--- config.mk ---
export PLATFORM = sky130hd
export DESIGN_NAME = serial_compare_unit_flat
export DESIGN_NICKNAME = d
export VERILOG_FILES = /design/src/rtl/serial_compare_unit_pkg.sv /design/src/rtl/serial_compare_unit_if.sv /design/src/rtl/serial_compare_unit_chunk_subtractor.sv /design/src/rtl/serial_compare_unit.sv /design/src/flat_wrapper.sv
export SDC_FILE = /design/constraint.sdc
export NUM_CORES = 1
export LEC_CHECK = 0
export BUFFER_PORTS_ARGS = -buffer_cell sky130_fd_sc_hd__clkbuf_2
export CORE_MARGIN = 1
export CORE_UTILIZATION = 54
export CTS_CLUSTER_SIZE = 8
export DETAILED_ROUTE_END_ITERATION = 6
export PLACE_DENSITY = 0.8
export SLEW_MARGIN = 0
export SYNTH_ARGS = -nofsm -noshare
export SYNTH_HDL_FRONTEND = slang
export SYNTH_SLANG_ARGS = --single-unit
--- constraint.sdc ---
create_clock -name clock -period 3.2 [get_ports clock]
set_input_delay 0.64 -clock clock [delete_from_list [all_inputs] [get_ports clock]]
set_output_delay 0.64 -clock clock [all_outputs]
set_load 0.02 [all_outputs]
--- src/rtl/serial_compare_unit_pkg.sv ---
// Shared definitions for the serial signed comparator.
//   state_t        : FSM encoding (IDLE / RUN / DONE)
//   DEFAULT_WIDTH  : default operand width
//   DEFAULT_CHUNK  : default bits processed per RUN cycle
package serial_compare_unit_pkg;

    localparam int DEFAULT_WIDTH = 32;
    localparam int DEFAULT_CHUNK = 8;

    typedef enum logic [1:0] {
        IDLE = 2'd0,
        RUN  = 2'd1,
        DONE = 2'd2
    } state_t;

endpackage

--- src/rtl/serial_compare_unit_if.sv ---
// Handshake/operand bus for serial_compare_unit.
//   start          : launch request (master -> slave)
//   data_operandA  : signed operand A (master -> slave)
//   data_operandB  : signed operand B (master -> slave)
//   busy           : comparison in progress (slave -> master)
//   done           : one-cycle result-valid pulse (slave -> master)
//   isNotEqual     : A != B, held until next done (slave -> master)
//   isLessThan     : A < B signed, held until next done (slave -> master)
interface serial_compare_unit_if
    import serial_compare_unit_pkg::*;
#(
    parameter int WIDTH = DEFAULT_WIDTH
);
    logic             start;
    logic [WIDTH-1:0] data_operandA;
    logic [WIDTH-1:0] data_operandB;
    logic             busy;
    logic             done;
    logic             isNotEqual;
    logic             isLessThan;

    modport master (
        output start, data_operandA, data_operandB,
        input  busy, done, isNotEqual, isLessThan
    );

    modport slave (
        input  start, data_operandA, data_operandB,
        output busy, done, isNotEqual, isLessThan
    );
endinterface

--- src/rtl/serial_compare_unit_chunk_subtractor.sv ---
// One chunk of the A - B borrow chain, computed as a + ~b + cin.
//   a, b : CHUNK-bit operand slices
//   cin  : incoming carry (1 for the first chunk)
//   sum  : CHUNK-bit difference slice
//   cout : carry into the next chunk
module serial_compare_unit_chunk_subtractor #(
    parameter int CHUNK = 8
) (
    input  logic [CHUNK-1:0] a,
    input  logic [CHUNK-1:0] b,
    input  logic             cin,
    output logic [CHUNK-1:0] sum,
    output logic             cout
);
    assign {cout, sum} = {1'b0, a} + {1'b0, ~b} + {{CHUNK{1'b0}}, cin};
endmodule

--- src/rtl/serial_compare_unit.sv ---
// Multi-cycle signed comparator: computes A - B CHUNK bits per cycle,
// carrying the borrow chain across cycles, then reports not-equal and
// signed less-than with two's-complement overflow correction.
//   clock : rising-edge clock
//   reset : synchronous, active-high
//   bus   : serial_compare_unit_if.slave (start/operands in, busy/done/results out)
// All outputs come from flops; there is no input-to-output combinational path.
module serial_compare_unit
    import serial_compare_unit_pkg::*;
#(
    parameter int WIDTH = DEFAULT_WIDTH,
    parameter int CHUNK = DEFAULT_CHUNK
) (
    input  logic                 clock,
    input  logic                 reset,
    serial_compare_unit_if.slave bus
);
    localparam int                NCHUNK = WIDTH / CHUNK;
    localparam int                CNT_W  = $clog2(NCHUNK) + 1;
    localparam logic [CNT_W-1:0]  LAST   = CNT_W'(NCHUNK - 1);

    generate
        if (WIDTH % CHUNK != 0) begin : g_bad_chunk
            $error("serial_compare_unit: WIDTH must be a multiple of CHUNK");
        end
    endgenerate

    state_t           state, state_nxt;
    logic [WIDTH-1:0] a_sh, b_sh;
    logic             a_msb, b_msb;
    logic             carry, nz;
    logic [CNT_W-1:0] count;
    logic             is_ne, is_lt;

    logic [CHUNK-1:0] sum;
    logic             cout;
    logic             accept, last;
    logic             nz_final, ovf;

    serial_compare_unit_chunk_subtractor #(.CHUNK(CHUNK)) u_sub (
        .a    (a_sh[CHUNK-1:0]),
        .b    (b_sh[CHUNK-1:0]),
        .cin  (carry),
        .sum  (sum),
        .cout (cout)
    );

    always_ff @(posedge clock) begin
        if (reset) state <= IDLE;
        else       state <= state_nxt;
    end

    always_comb begin
        state_nxt = state;
        accept    = 1'b0;
        last      = 1'b0;
        case (state)
            IDLE: begin
                if (bus.start) begin
                    accept    = 1'b1;
                    state_nxt = RUN;
                end
            end
            RUN: begin
                if (count == LAST) begin
                    last      = 1'b1;
                    state_nxt = DONE;
                end
            end
            DONE: begin
                // Back-to-back relaunch straight from DONE.
                if (bus.start) begin
                    accept    = 1'b1;
                    state_nxt = RUN;
                end else begin
                    state_nxt = IDLE;
                end
            end
            default: state_nxt = IDLE;
        endcase
    end

    // The top chunk's sum MSB is the sign of the wrapped difference; flip it
    // when A and B have opposite signs and the difference sign disagrees with A.
    assign nz_final = nz | (|sum);
    assign ovf      = (a_msb ^ b_msb) & (sum[CHUNK-1] ^ a_msb);

    always_ff @(posedge clock) begin
        if (reset) begin
            a_sh  <= '0;
            b_sh  <= '0;
            a_msb <= 1'b0;
            b_msb <= 1'b0;
            carry <= 1'b0;
            nz    <= 1'b0;
            count <= '0;
            is_ne <= 1'b0;
            is_lt <= 1'b0;
        end else if (accept) begin
            a_sh  <= bus.data_operandA;
            b_sh  <= bus.data_operandB;
            a_msb <= bus.data_operandA[WIDTH-1];
            b_msb <= bus.data_operandB[WIDTH-1];
            carry <= 1'b1;
            nz    <= 1'b0;
            count <= '0;
        end else if (state == RUN) begin
            carry <= cout;
            nz    <= nz_final;
            a_sh  <= a_sh >> CHUNK;
            b_sh  <= b_sh >> CHUNK;
            count <= count + 1'b1;
            if (last) begin
                is_ne <= nz_final | ovf;
                is_lt <= sum[CHUNK-1] ^ ovf;
            end
        end
    end

    assign bus.busy       = (state == RUN);
    assign bus.done       = (state == DONE);
    assign bus.isNotEqual = is_ne;
    assign bus.isLessThan = is_lt;

endmodule

--- src/flat_wrapper.sv ---
// flat-port wrapper written by rule: the top's interface ports become plain ports
module serial_compare_unit_flat import serial_compare_unit_pkg::*;
#(
    parameter int WIDTH = DEFAULT_WIDTH,
    parameter int CHUNK = DEFAULT_CHUNK
)
  (clock, reset, bus_start, bus_data_operandA, bus_data_operandB, bus_busy, bus_done, bus_isNotEqual, bus_isLessThan);
  serial_compare_unit_if #(.WIDTH(WIDTH)) bus_i ();
  input  logic clock;
  input  logic reset;
  input wire logic [$bits(bus_i.start)-1:0] bus_start;
  input wire logic [$bits(bus_i.data_operandA)-1:0] bus_data_operandA;
  input wire logic [$bits(bus_i.data_operandB)-1:0] bus_data_operandB;
  output wire logic [$bits(bus_i.busy)-1:0] bus_busy;
  output wire logic [$bits(bus_i.done)-1:0] bus_done;
  output wire logic [$bits(bus_i.isNotEqual)-1:0] bus_isNotEqual;
  output wire logic [$bits(bus_i.isLessThan)-1:0] bus_isLessThan;
  assign bus_i.start = bus_start;
  assign bus_i.data_operandA = bus_data_operandA;
  assign bus_i.data_operandB = bus_data_operandB;
  assign bus_busy = bus_i.busy;
  assign bus_done = bus_i.done;
  assign bus_isNotEqual = bus_i.isNotEqual;
  assign bus_isLessThan = bus_i.isLessThan;
  serial_compare_unit #(.WIDTH(WIDTH), .CHUNK(CHUNK)) u_core (.clock(clock), .reset(reset), .bus(bus_i));
endmodule
# After elaboration in Yosys (flattened, before gate mapping)
# Index checks and enable logic that the tools add are counted.
[op_classes]
add_sub_neg = 3
n_eq_ne = 5
mux = 14
bitwise = 8
reduce_logical = 7
[op_table]
columns = ["cell", "count"]
rows = [
  ["two-way mux 32 bit", 4],
  ["adder 8 x 8 -> 9 bit", 1],
  ["adder 9 x 1 -> 9 bit", 1],
  ["NOT 8 bit", 1],
  ["OR reduction 8 bit", 1],
  ["two-way mux 1 bit", 7],
  ["case mux 2 bit (3 select lines)", 1],
  ["two-way mux 2 bit", 2],
  ["OR reduction 2 bit", 2],
  ["adder 3 x 1 -> 3 bit (second input constant)", 1],
  ["equality test 3 x 2 -> 1 bit (second input constant)", 1],
  ["AND reduction 3 bit", 1],
  ["XOR 1 bit", 3],
  ["equality test 2 x 1 -> 1 bit (second input constant)", 1],
  ["equality test 2 bit (second input constant)", 1],
  ["logical NOT 2 bit", 1],
  ["!= test 2 x 1 -> 1 bit (second input constant)", 1],
  ["!= test 2 bit (second input constant)", 1],
  ["OR 1 bit", 2],
  ["AND reduction 2 bit", 1],
  ["nonzero test 2 bit", 1],
  ["bitwise AND 1 bit", 1],
  ["NOT 1 bit", 1],
]
[totals]
reg_bits = 75
input_bits = 67
out_inout_bits = 4

# Logic depth before layout (Yosys ltp)
[logic_depth]
ltp_word = 6
mapped_depth = 9
depth_no_buf = 9

# Cells and area by module
# Synthesis repeated with hierarchy kept, for this count alone.
[hier_totals]
cells_unflattened = 412
area_unflattened_um2 = 3535.9
[modules_own_cells]
columns = ["mod", "n_inst", "cells_each", "area_each_um2", "seq_area_each_um2"]
rows = [
  ["serial_compare_unit", 1, 362, 3181.8, 1501.4],
  ["serial_compare_unit_chunk_subtractor", 1, 50, 354.1, 0.0],
]

# Worst setup path before layout
# Ideal clock, no wire load.
[synth_timing]
path_kind = "register to register"
startpoint = "register u_core.carry"
endpoint = "register u_core.is_ne (netlist: u_core.bus.isNotEqual)"
arrival_time_ns = 2.633
setup_slack_ns = 0.424
stages_incl_launch_ff = 9
path_cell_list = "dfxtp_1 inv_1 fa_1 fa_1 nand2_1 or4_1 or4b_1 a2111oi_2 a311oi_1"
[synth_between]
elab_chain_cells = 4
[synth_rtl]
columns = ["item", "line", "rtl"]
rows = [
  ["start: declaration", "serial_compare_unit.sv:31", "logic carry, nz;"],
  ["start signal: assignment", "serial_compare_unit.sv:108", "carry <= cout;"],
  ["adder 9 x 1 -> 9 bit (*)", "serial_compare_unit_chunk_subtractor.sv:15", "assign {cout, sum} = {1'b0, a} + {1'b0, ~b} + {{CHUNK{1'b0}}, cin};"],
  ["OR reduction 8 bit or XOR 1 bit (tied branches)", "serial_compare_unit.sv:85, serial_compare_unit.sv:86", ""],
  ["OR 1 bit or bitwise AND 1 bit (tied branches)", "serial_compare_unit.sv:85, serial_compare_unit.sv:86", ""],
  ["OR 1 bit (*)", "serial_compare_unit.sv:114", "is_ne <= nz_final | ovf;"],
  ["end signal: assignment", "serial_compare_unit.sv:114", ""],
  ["end: declaration", "serial_compare_unit.sv:33", "logic is_ne, is_lt;"],
]
# Mark *: on every way between the ends. The rest lies on a longest branch, timed or not.
# A chain may end at the register's enable or synchronous reset.

# Worst setup path after layout
# Ends and elaborated chain as after synthesis.

==> flow_summary.ini <==
[routing]
ant_nets = 0
drtPass1Iterations = 5
routedWlPerCell_um = 14.5
vias = 2921
viasPerCell = 5.69
drc = 0
wl_um = 7430
detail_route.iter0.violations = 185

[logic_synthesis]
yosysWarnings = 0
synth_seq_cells = 75
synth_edf_count = 0
synthCells = 377
synth_area_um2 = 3200
ys.flop_type = dfxtp_1
syn_nets = 455
synth.yosys.seq_area_share = 0.469
async_flop_share = 0
postSynthAreaPerCell_um2 = 8.48
synth_cell_types = 35

[cts]
cts_buffer_depth = 2
path_clk_slew_ns = 0.08
cts_sinks = 75
hold_buffers = 0
cts_tree = built
cts_buffers = 9
cts.htree.levels = 3
clk_latency_ns = 0.34
root_buffer = clkbuf_8
post-cts-setup-buffers = 0
ctsResizeCount = 0

[power]
power_frac_seq = 0.503
worst_ir_drop_vdd_uv = 426
power_mw = 2.05
switchingPower_uw = 584
powerDensity_nw_per_um2 = 541
power_leakage_nw = 1.54
p_int_mw = 1.46
comb_power_share = 0.177
p_clk_frac = 0.320
netSwitchingFraction = 0.285

[cells_and_area]
final_cells = 513
fin_nets = 515
drive_above_1_share = 0.218
syn2layout_area_growth_pct = 18.3
antenna-diode-count = 0
final_common_cell = dfxtp_1
layout_common_cells = 75 x dfxtp_1, 70 x clkbuf_2, 62 x a22oi_1
fin_util = 0.674

[die]
row_count = 27
start_util = 0.570
die_w_um = 79.0
io_pins = 71
die_area_um2 = 6230
chipHeight_um = 79.0
core_area_um2 = 5610

[timing]
worst_pin_slew_ns = 0.677
hold_viol = 0
post-route-period-util = 0.902
worst_slack_ns = 0.314
relSlewSlack = 0.548
grt_setup_unrepaired = no
tns_ns = 0
setup_viol = 0
period_needed_ns = 2.89
fin_skew_ns = 0.00622
max_freq_ghz = 0.346
slew_viol_final = 0

[worst_setup_path]
crit_type = reg2reg
startpoint = u_core.carry
cp.arrival_ns = 3.09
crit_path_max_fanout = 2
r2r-start = u_core.carry
rrSetupSlack_ns = 0.31
reg2regPathDepth = 8
worst_r2r_endpoint = u_core.bus.isNotEqual
critPathCaptureType = flop
crit_end = u_core.bus.isNotEqual
worstPathRequired_ns = 3.41
critPathLaunchType = flop

[placed_design]
placed_cells = 498
port_buffers = 70
post-place-ws_ns = 0.307
hpwl_um = 5160
place.gp.congestion = 0.878

[status]
outcome = completed

[global_route]
grt_pass1_vias = 2804
grt_pass1_wl_um = 13000
grt.total_usage = 0.266
grt_max_degree = 70
antenna_found_initial = 0
grt_overflow = 0

[run]
max_cap_violations = 0

[worst_hold_path]
hp-class = reg2reg
-- power groups by stage --
stage	sequential [mW]	clock [mW]	combinational, mW
final	1.03	0.655	0.362
after global routing	1.04	0.708	0.412
after CTS	1.03	0.667	0.360
after detailed placement	1.05	0	0.359
after global placement	1.05	0	0.347
after floorplan	1.04	0	0.255
-- flip-flops by register name (all words and copies together), names as in the netlist --
signal                 count
u_core.bus.isLessThan      1
u_core.b_sh               32
u_core.count               3
u_core.carry               1
u_core.nz                  1
u_core.state               2
u_core.a_sh               32
u_core.bus.isNotEqual      1
u_core.a_msb               1
u_core.b_msb               1
-- area by class of cell --
| type | count | area (um^2) |
|---|---|---|
| Sequential cell | 75 | 1500 |
| Timing Repair Buffer | 78 | 410 |
| Clock buffer | 11 | 151 |
| Fill cell | 507 | 1830 |
| Inverter | 18 | 67.6 |
| Multi-Input combinational cell | 255 | 1540 |
| Tap cell | 72 | 90.1 |
| Clock inverter | 4 | 26.3 |
-- synth_stat cells (2+ instances only) --
master	number	area share
dfxtp_1	75	0.47
nand2_1	58	0.068
nor3_1	3	0.0047
inv_1	18	0.021
nor2_1	23	0.027
o21ai_0	4	0.0063
fa_1	2	0.013
a311oi_1	3	0.0082
buf_1	8	0.0094
nand2b_1	4	0.0078
nor2b_1	6	0.012
xnor2_1	3	0.0082
a21oi_1	58	0.091
ha_1	9	0.035
clkbuf_1	21	0.025
a22oi_1	62	0.15
nand3_1	2	0.0031
-- cell families after synthesis --
group,Yosys count,synth area share
and+or+nand+nor,102,0.136
AOI/OAI and AO/OA,138,0.280
buffers and inverters,47,0.0552
xor gates and xnor gates,3,0.00822
adders and majority gates,11,0.0477
muxes,1,0.00313
DFF,75,0.469
-- per-stage QoR --
step / hold WS [ns] / instance area, um^2
after floorplan: 0.436 / 3200
after global placement: 0.442 / 3600
after detailed placement: 0.448 / 3600
after CTS: 0.458 / 3780
after global routing: 0.474 / 3780
final: 0.456 / 3780
-- critical path, stage by stage (launching register included) --
cell and delay (ns):
dfxtp_1 0.31, inv_1 0.06, fa_1 0.46, fa_1 0.50, nand2_1 0.04, or4_1 0.45, or4b_1 0.52, a2111oi_2 0.26
a311oi_1 0.14
-- per-layer routing --
| metal | part of all wire | routed length [um] | up-vias | global-route usage |
|---|---|---|---|---|
| met5 | 0 | 0 | - | 0 |
| li1 | - | - | 1462 | - |
| met4 | 0.015 | 113 | 0 | 0.0800 |
| met1 | 0.46 | 3450 | 1374 | 0.364 |
| met3 | 0.043 | 323 | 13 | 0.0621 |
| met2 | 0.48 | 3540 | 72 | 0.417 |
-- worst min-delay path by stage --
stage	startpoint	cells after the start	endpoint	slack [ns]
after detailed placement	u_core.b_sh[11]	2	u_core.b_sh[11]	0.45
after global placement	u_core.a_sh[31]	2	u_core.a_sh[31]	0.44
final	u_core.a_sh[0]	2	u_core.a_sh[0]	0.46
after global routing	u_core.b_sh[7]	2	u_core.b_sh[7]	0.47
after floorplan	u_core.a_sh[0]	2	u_core.a_sh[0]	0.44
after CTS	u_core.a_sh[0]	2	u_core.a_sh[0]	0.46
(Power assumes the default switching activity.)
